<file path="config.mk">
export PLATFORM = sky130hd
export DESIGN_NAME = fnd_scan_decoder
export DESIGN_NICKNAME = d
export VERILOG_FILES = /design/src/rtl/fnd_pkg.sv /design/src/rtl/seg_to_bcd.sv /design/src/rtl/fnd_scan_decoder.sv
export SDC_FILE = /design/constraint.sdc
export NUM_CORES = 1
export LEC_CHECK = 0
export BUFFER_PORTS_ARGS = -buffer_cell sky130_fd_sc_hd__buf_2
export CORE_UTILIZATION = 45
export DETAILED_ROUTE_END_ITERATION = 7
export GPL_ROUTABILITY_DRIVEN = 0
export HOLD_SLACK_MARGIN = 0.12
export SYNTH_ARGS = -nofsm -noshare
export SYNTH_HDL_FRONTEND = slang
export SYNTH_SLANG_ARGS = --single-unit
</file>
<file path="constraint.sdc">
create_clock -name clk -period 7.5 [get_ports clk]
set_input_delay 0.75 -clock clk [delete_from_list [all_inputs] [get_ports clk]]
set_output_delay 0.75 -clock clk [all_outputs]
set_load 0.02 [all_outputs]
</file>
<file path="src/rtl/fnd_pkg.sv">
// Shared constants and types for the FND scan decoder: segment patterns,
// digit-select codes, FSM state and small decode helpers.
package fnd_pkg;

  localparam logic [7:0] SEG_0     = 8'hC0;
  localparam logic [7:0] SEG_1     = 8'hF9;
  localparam logic [7:0] SEG_2     = 8'hA4;
  localparam logic [7:0] SEG_3     = 8'hB0;
  localparam logic [7:0] SEG_4     = 8'h99;
  localparam logic [7:0] SEG_5     = 8'h92;
  localparam logic [7:0] SEG_6     = 8'h82;
  localparam logic [7:0] SEG_7     = 8'hF8;
  localparam logic [7:0] SEG_8     = 8'h80;
  localparam logic [7:0] SEG_9     = 8'h90;
  localparam logic [7:0] SEG_BLANK = 8'hFF;

  localparam logic [3:0] COM_D0    = 4'b1110;
  localparam logic [3:0] COM_D1    = 4'b1101;
  localparam logic [3:0] COM_D2    = 4'b1011;
  localparam logic [3:0] COM_D3    = 4'b0111;
  localparam logic [3:0] COM_BLANK = 4'b1111;

  typedef enum logic {
    ST_SYNC = 1'b0,
    ST_SCAN = 1'b1
  } fnd_state_e;

  typedef struct packed {
    logic       hit;      // exactly one digit selected
    logic [1:0] idx;
    logic       illegal;  // neither one-hot-low nor blank
  } com_dec_t;

  function automatic com_dec_t com_decode(input logic [3:0] com);
    com_dec_t r;
    r.hit     = 1'b1;
    r.idx     = 2'd0;
    r.illegal = 1'b0;
    case (com)
      COM_D0:    r.idx = 2'd0;
      COM_D1:    r.idx = 2'd1;
      COM_D2:    r.idx = 2'd2;
      COM_D3:    r.idx = 2'd3;
      COM_BLANK: r.hit = 1'b0;
      default: begin
        r.hit     = 1'b0;
        r.illegal = 1'b1;
      end
    endcase
    return r;
  endfunction

  function automatic logic [13:0] bcd_to_bin(input logic [3:0][3:0] d);
    return 14'(d[3]) * 14'd1000 + 14'(d[2]) * 14'd100 +
           14'(d[1]) * 14'd10   + 14'(d[0]);
  endfunction

endpackage

</file>
<file path="src/rtl/seg_to_bcd.sv">
// Active-low 7-segment pattern to BCD digit, with decimal point and
// invalid flag. The dp bit is masked before matching the digit table.
module seg_to_bcd
  import fnd_pkg::*;
(
  input  logic [7:0] seg_i,
  output logic [3:0] digit_o,
  output logic       dp_o,
  output logic       invalid_o
);

  always_comb begin
    digit_o   = 4'd0;
    invalid_o = 1'b0;
    dp_o      = ~seg_i[7];
    case (seg_i | 8'h80)
      SEG_0:     digit_o = 4'd0;
      SEG_1:     digit_o = 4'd1;
      SEG_2:     digit_o = 4'd2;
      SEG_3:     digit_o = 4'd3;
      SEG_4:     digit_o = 4'd4;
      SEG_5:     digit_o = 4'd5;
      SEG_6:     digit_o = 4'd6;
      SEG_7:     digit_o = 4'd7;
      SEG_8:     digit_o = 4'd8;
      SEG_9:     digit_o = 4'd9;
      // a blank digit is only legal with everything dark; a lone dp is garbage
      SEG_BLANK: invalid_o = ~seg_i[7];
      default:   invalid_o = 1'b1;
    endcase
  end

endmodule

</file>
<file path="src/rtl/fnd_scan_decoder.sv">
// Recovers a 4-digit BCD frame from a multiplexed active-low FND bus by
// debouncing each digit select and assembling digit0..digit3 in order.
module fnd_scan_decoder
  import fnd_pkg::*;
#(
  parameter int STABLE_CYCLES = 4
) (
  input  logic        clk,
  input  logic        reset,
  input  logic [7:0]  fnd_data,
  input  logic [3:0]  fnd_com,
  output logic [15:0] digits,
  output logic [3:0]  dp,
  output logic [13:0] value,
  output logic        frame_valid,
  output logic        frame_err
);

  localparam logic [7:0] CNT_HIT = 8'(STABLE_CYCLES - 1);

  logic [7:0]       data_q;
  logic [3:0]       com_q;
  logic [7:0]       cnt_q, cnt_d;
  logic             capt_q, capt_d;
  fnd_state_e       state_q, state_d;
  logic [1:0]       idx_q, idx_d;
  logic [3:0][3:0]  stage_q, stage_d;
  logic [3:0]       sdp_q, sdp_d;
  logic [15:0]      digits_q;
  logic [3:0]       dp_q;
  logic [13:0]      value_q;
  logic             fv_q, fe_q;

  logic [3:0]       seg_dig;
  logic             seg_dp, seg_inv;
  com_dec_t         cd;
  logic             stable_now, cap, bad_com, done, err;

  seg_to_bcd u_seg (
    .seg_i     (data_q),
    .digit_o   (seg_dig),
    .dp_o      (seg_dp),
    .invalid_o (seg_inv)
  );

  // cnt_q counts how many further samples matched the one now in the
  // input register, so it reaches STABLE_CYCLES-1 while that sample is held
  always_comb begin
    cnt_d = 8'd0;
    if ({fnd_com, fnd_data} == {com_q, data_q})
      cnt_d = (cnt_q == 8'hFF) ? cnt_q : cnt_q + 8'd1;
  end

  assign cd         = com_decode(com_q);
  assign stable_now = (cnt_q == CNT_HIT) && !capt_q;
  assign cap        = stable_now && cd.hit;
  assign bad_com    = stable_now && cd.illegal;
  assign capt_d     = (fnd_com != com_q) ? 1'b0 : (capt_q | stable_now);

  always_comb begin
    state_d = state_q;
    idx_d   = idx_q;
    stage_d = stage_q;
    sdp_d   = sdp_q;
    done    = 1'b0;
    err     = 1'b0;
    case (state_q)
      ST_SYNC: begin
        if (cap && cd.idx == 2'd0 && !seg_inv) begin
          stage_d[0] = seg_dig;
          sdp_d[0]   = seg_dp;
          idx_d      = 2'd1;
          state_d    = ST_SCAN;
        end
      end
      default: begin
        if (bad_com || (cap && (seg_inv || cd.idx != idx_q))) begin
          err     = 1'b1;
          idx_d   = 2'd0;
          state_d = ST_SYNC;
        end else if (cap) begin
          stage_d[idx_q] = seg_dig;
          sdp_d[idx_q]   = seg_dp;
          if (idx_q == 2'd3) begin
            done    = 1'b1;
            idx_d   = 2'd0;
            state_d = ST_SYNC;
          end else begin
            idx_d = idx_q + 2'd1;
          end
        end
      end
    endcase
  end

  always_ff @(posedge clk or negedge reset) begin
    if (!reset) begin
      data_q   <= SEG_BLANK;
      com_q    <= COM_BLANK;
      cnt_q    <= 8'd0;
      capt_q   <= 1'b0;
      state_q  <= ST_SYNC;
      idx_q    <= 2'd0;
      stage_q  <= '0;
      sdp_q    <= 4'h0;
      digits_q <= 16'h0000;
      dp_q     <= 4'h0;
      value_q  <= 14'd0;
      fv_q     <= 1'b0;
      fe_q     <= 1'b0;
    end else begin
      data_q  <= fnd_data;
      com_q   <= fnd_com;
      cnt_q   <= cnt_d;
      capt_q  <= capt_d;
      state_q <= state_d;
      idx_q   <= idx_d;
      stage_q <= stage_d;
      sdp_q   <= sdp_d;
      fv_q    <= done;
      fe_q    <= err;
      if (done) begin
        digits_q <= stage_d;
        dp_q     <= sdp_d;
        value_q  <= bcd_to_bin(stage_d);
      end
    end
  end

  assign digits      = digits_q;
  assign dp          = dp_q;
  assign value       = value_q;
  assign frame_valid = fv_q;
  assign frame_err   = fe_q;

endmodule

</file>
[Word-level counts from Yosys, hierarchy flattened]
Cells that the tools add are included.
Storage, ports and cells
  bits in latches: 0
  bits in registers: 80
  output and inout bits: 36
  memories: 0
  bits in read-only memories: 0
  memory bits (writable): 0
Cells by class
  multiplexer cells: 40
  shift operators: 0
  $add $sub $neg: 5
  div/mod/pow operators: 0
  multipliers: 3
  reduce and logical (&&, ||, !) cells: 18
  bitwise logic cells: 2
  magnitude comparators: 2
  equal/unequal tests: 23
Operators by type and width (count)
  $pmux W4 S9: 1
  $mux W16: 2
  $eq A7 B7 Y1 const B: 4
  $eq A7 B5 Y1 const B: 3
  $mux W4: 5
  $mux W1: 17
  $bwmux W16: 1
  $eq A4 B4 Y1 const B: 4
  $mux W8: 2
  $add A14 B11 Y14: 1
  $add A14 B4 Y14: 1
  $add A14 B8 Y14: 1
  $eq A7 B6 Y1 const B: 2
  $eq A12 B12 Y1: 1
  $mux W12: 1
  $mul A4 B7 Y11 const B: 1
  $mux W2: 5
  $reduce_or A10 Y1: 1
  $mul A4 B5 Y9 const B: 1
  $add A8 B1 Y8 const B: 1
  $demux W4 S2: 1
  $eq A8 B2 Y1 const B: 1
  $eq A8 B8 Y1 const B: 1
  $eq A7 B2 Y1 const B: 1
  other kinds (26): 34

[Longest topological paths before layout]
  depth in word-level cells: 12
  depth in mapped cells: 27

[By module]
A second synthesis with hierarchy kept.
Unflattened totals
  cells, all modules: 507
  area, all modules: 5172.5 µm²
Modules (own cells, without submodules)
  fnd_scan_decoder: cells an instance 478, area an instance 4961.0 µm², times used 1
  seg_to_bcd: cells an instance 29, area an instance 211.5 µm², times used 1

[Worst setup path after synthesis]
Ideal clock, no wire load.
  kind: flip-flop to flip-flop
  from: register com_q[3]
  to: register value_q[12], in the netlist value[12]
  data required time: 7.373 ns
  arrival time: 6.465 ns
  stages on the path, launching flop included: 24
  period minus slack after synthesis: 6.592 ns
  library setup time: 0.127 ns
  path slack: 0.908 ns
  path buffers: 2
  path through: dfstp_2 > buf_2 > and3_1 > nor3_1 > o311ai_0 > o31ai_1 > o21a_4 > nor3b_4 > buf_6 > mux2_2 > ha_1 > fa_1 > inv_1 > fa_1 > inv_1 > fa_1 > ha_1 > ha_1 > nand2_1 > o21ai_0 > o41ai_1 > nor3_1 > a311o_1 > mux2_1
Between the ends
  elaborated cells on any way between the ends: 33
  classes of those cells: add/sub (3); mul (3); eq/ne (6); mux (11); reduce/logical (10)
RTL lines
  start: declaration: line fnd_scan_decoder.sv:22  | logic [3:0] com_q;
  start signal: assignment: line fnd_scan_decoder.sv:113  | com_q <= fnd_com;
  $eq A4 B3 Y1 or $eq A4 B4 Y1 (tied branches): line fnd_pkg.sv:39  | case (com)
  $pmux W2 S3 or $reduce_or A4 Y1 (tied branches)
  $ne A2 B2 Y1 or $mux W1 (tied branches): line fnd_scan_decoder.sv:77, fnd_pkg.sv:39
  $logic_or A1 B1 Y1 or $logic_and A1 B1 Y1 (tied branches): line fnd_scan_decoder.sv:77, fnd_scan_decoder.sv:56
  $logic_and A1 B1 Y1: line fnd_scan_decoder.sv:77  | if (bad_com || (cap && (seg_inv || cd.idx != idx_q))) begin
  $logic_or A1 B1 Y1: line fnd_scan_decoder.sv:77
  $mux W1 (*): line fnd_scan_decoder.sv:77
  $mux W1 (*): line fnd_scan_decoder.sv:67  | case (state_q)
  via done: line fnd_scan_decoder.sv:37  | logic stable_now, cap, bad_com, done, err;
  end signal: assignment: line fnd_scan_decoder.sv:125  | value_q <= bcd_to_bin(stage_d);
  end: declaration: line fnd_scan_decoder.sv:31  | logic [13:0] value_q;
Mark *: on every way through the listed nets, which the timed path passes. The rest lies on a longest branch.
A chain may end at the register's enable or synchronous reset.

==> results.py <==
metrics = {
    "clocking": {
        "cts_root_buf": "clkbuf_16",
        "cts_tree": "done",
        "h-tree-depth": 3,
        "ctsLongestPathBuffers": 2,
        "cts_setup_buffers": 0,
        "clkTransAtPathRegs_ps": 60,
        "clk-insertion-delay-late_ps": 340,
        "cts_hold_buf": 0,
        "clock-sinks": 78,
        "cts_buffers": 9,
        "ctsResizeCount": 0,
    },
    "drt": {
        "vias": 3550,
        "wl_met3_um": 345,
        "ant_nets": 0,
        "drtIter0Drc": 153,
        "routedWlPerCell_um": 15.2,
        "via_per_inst": 5.31,
        "postRouteWirelength_um": 10100,
        "top_layer": "met4",
        "route.detailed.drc": 0,
        "dr.pass1.iters": 4,
        "dr_wl_met2_um": 4840,
        "wl_met1_um": 4770,
    },
    "logic_synthesis": {
        "synth-main-ff-cell": "dfrtp_1",
        "syn-cell-area_um2": 5260,
        "avgSynthCellArea_um2": 11.1,
        "ys_async_sr_fraction": 1.00,
        "synth_edf_count": 0,
        "synth_warnings": 0,
        "synthCells": 472,
        "ys_types": 59,
        "ys_seq_elements": 78,
        "yosysSeqAreaShare": 0.374,
        "syn_nets": 560,
    },
    "worst_setup_path": {
        "r2r_end": "value[12]$_DFFE_PN0P_",
        "cp.arrival_ps": 7160,
        "crit_path_max_fanout": 26,
        "rr_startpoint": "data_q[4]$_DFF_PN1_",
        "reg2reg_slack_ps": 570,
        "critPathCaptureType": "flop",
        "worstPathRequired_ps": 7720,
        "crit_type": "flop to flop",
        "startpoint_type": "flop",
        "rr_worst_depth": 21,
    },
    "placement": {
        "io_buffers": 49,
        "dp_hpwl_um": 7590,
        "place_ws_ps": 576,
    },
    "floorplanning": {
        "dieArea_um2": 12100,
        "dieWidth_um": 110,
        "placementRows": 39,
        "ioPinCount": 50,
        "die_y_um": 110,
        "start_util": 0.460,
        "core_um2": 11400,
    },
    "sta": {
        "tightest_slew_ps": 980,
        "finalCritPeriodShare": 0.925,
        "clock-skew-final_ps": 9.21,
        "fin_crit_ps": 6930,
        "slew_viol_final": 0,
        "fin_tns_setup_ps": 0,
        "rsz0062_at_grt": "false",
        "relSlewSlack": 0.347,
        "hold_viol": 0,
        "finalSetupViolCount": 0,
        "fmax_ghz": 0.144,
        "hold_ws_ps": 477,
        "post-route-worst-setup-slack_ps": 565,
    },
    "worst_hold_path": {
        "hold_path.class": "flop to flop",
        "hold_depth": 1,
        "min_to": "digits[7]$_DFFE_PN0P_",
        "hp-start": "digits[7]$_DFFE_PN0P_",
    },
    "layout": {
        "nets": 608,
        "multi_input_area_um2": 3040,
        "fill_cells": 1038,
        "antennaDiodeCount": 0,
        "layout-drive-gt1-share": 0.219,
        "layout_commonest_cell": "dfrtp_1",
        "layout_common_cells": "dfrtp_1, ha_1, buf_2",
        "ff_latch_area_um2": 1970,
        "final_util": 0.517,
        "area_growth_pct": 12.4,
    },
    "pwr": {
        "internal_power_uw": 695,
        "seqPwrFrac": 0.488,
        "power_frac_comb": 0.033,
        "powerDensity_nw_per_um2": 151,
        "swShare": 0.222,
        "p_switching_uw": 198,
        "p_leak_nw": 3.09,
        "power_frac_clock": 0.479,
        "irDropWorstVdd_v": 0.000142,
    },
    "run": {
        "max_cap_viol_count": 0,
    },
    "global_routing": {
        "grt_max_degree": 79,
        "track_usage": 0.189,
        "antenna_found_initial": 0,
        "grt.overflow.total": 0,
        "grt_pass1_vias": 3497,
        "grt_pass1_wl_um": 17100,
    },
    "status": {
        "status": "finished clean",
    },
}
==> state kept, by name (all words and copies together), names as in the netlist <==
| name | flops |
|---|---|
| sdp_q | 3 |
| frame_valid | 1 |
| value | 13 |
| frame_err | 1 |
| idx_q | 2 |
| com_q | 4 |
| capt_q | 1 |
| data_q | 8 |
| cnt_q | 8 |
| state_q | 1 |
| digits | 16 |
| stage_q | 16 |
| dp | 4 |
==> area by class of cell <==
class / count / area share
Multi-Input combinational cell: 341 / 0.515
Sequential cell: 78 / 0.333
Timing Repair Buffer: 55 / 0.0496
Clock buffer: 10 / 0.0388
Tap cell: 143 / 0.0303
Inverter: 35 / 0.0222
Clock inverter: 6 / 0.0108
==> how the worst max path moves through the flow <==
| stage | from | end | slack [ps] | cells after the start |
|---|---|---|---|---|
| 3_5_place_dp | com_q[2]$_DFF_PN1_ | value[13]$_DFFE_PN0P_ | 580 | 21 |
| 5_1_grt | data_q[4]$_DFF_PN1_ | value[12]$_DFFE_PN0P_ | 20 | 21 |
| 3_3_place_gp | com_q[3]$_DFF_PN1_ | value[12]$_DFFE_PN0P_ | 710 | 21 |
| 6_report | data_q[4]$_DFF_PN1_ | value[12]$_DFFE_PN0P_ | 570 | 21 |
| 4_1_cts | data_q[4]$_DFF_PN1_ | value[13]$_DFFE_PN0P_ | 550 | 21 |
| 2_1_floorplan | com_q[3]$_DFF_PN1_ | value[12]$_DFFE_PN0P_ | 910 | 23 |
==> synth_stat cells (2+ instances only) <==
| master | instances | area [um2] |
|---|---|---|
| inv_1 | 35 | 131 |
| nand3b_1 | 2 | 15.0 |
| mux2_2 | 27 | 304 |
| and3_1 | 3 | 18.8 |
| ha_1 | 57 | 713 |
| xnor2_1 | 16 | 140 |
| o22ai_1 | 2 | 12.5 |
| o21a_1 | 3 | 22.5 |
| nor2b_1 | 5 | 31.3 |
| buf_2 | 9 | 45.0 |
| nor4_1 | 6 | 37.5 |
| mux2i_1 | 13 | 130 |
| a31oi_1 | 2 | 12.5 |
| nand4_1 | 3 | 18.8 |
| nand2_1 | 20 | 75.1 |
| a21oi_1 | 15 | 75.1 |
| a21o_1 | 4 | 30.0 |
| nor4b_1 | 2 | 17.5 |
| clkbuf_1 | 3 | 11.3 |
| nor3_1 | 12 | 60.1 |
| fa_1 | 17 | 340 |
| a211oi_1 | 3 | 22.5 |
| dfstp_2 | 12 | 315 |
| mux2_1 | 27 | 304 |
| o21ai_0 | 15 | 75.1 |
| xor2_1 | 17 | 149 |
| o41ai_1 | 3 | 26.3 |
| nand2b_1 | 4 | 25.0 |
| dfrtp_1 | 66 | 1650 |
| buf_6 | 4 | 45.0 |
| nor2_1 | 30 | 113 |
| nand3_1 | 7 | 35.0 |
| and2_1 | 2 | 12.5 |
==> power groups by stage <==
stage                     Combinational (mW)  Sequential (mW)  Clock (mW)
after global placement                0.0302            0.442           0
after global routing                  0.0340            0.436       0.463
final                                 0.0297            0.435       0.428
after floorplan                       0.0193            0.436           0
after detailed placement              0.0305            0.442           0
after CTS                             0.0306            0.435       0.444
==> through the flow <==
| step | std cells | total power [mW] | area, um2 |
|---|---|---|---|
| floorplan | 472 | 0.455 | 5260 |
| global placement | 652 | 0.472 | 5610 |
| detailed placement | 652 | 0.473 | 5610 |
| CTS | 668 | 0.910 | 5910 |
| global route | 668 | 0.932 | 5910 |
| finish | 668 | 0.893 | 5910 |
==> cells by family (layout without fill, tap and decap cells) <==
kind of cell / Yosys count / count (layout) / synth area share
adder cells (fa/ha/maj): 74 / 74 / 0.200
AND/OR/NAND/NOR: 105 / 105 / 0.105
AO/OA/AOI/OAI: 62 / 62 / 0.0786
buffers and inverters: 53 / 106 / 0.0464
flip-flops: 78 / 78 / 0.374
multiplexers: 67 / 67 / 0.140
XOR/XNOR: 33 / 33 / 0.0550
==> critical path, stage by stage (launching register included) <==
cell and delay, ps:
dfstp_2 590, nor2b_1 280, a31oi_1 130, a211oi_1 370, o31ai_2 160, o21a_4 240
nor3b_4 310, buf_4 390, mux2_1 530, fa_1 620, inv_1 70, fa_1 530
inv_1 50, fa_1 470, ha_1 310, ha_1 340, nand2_1 80, o21ai_0 100
o41ai_1 510, nor3_1 110, a311o_1 330, mux2_1 280
==> routing by layer <==
metal	global-route usage	vias up
li1	-	1752
met1	0.240	1721
met2	0.306	62
met4	0.0648	0
met5	0	-
met3	0.0547	15
No activity file was read; power rests on OpenSTA's default activity.
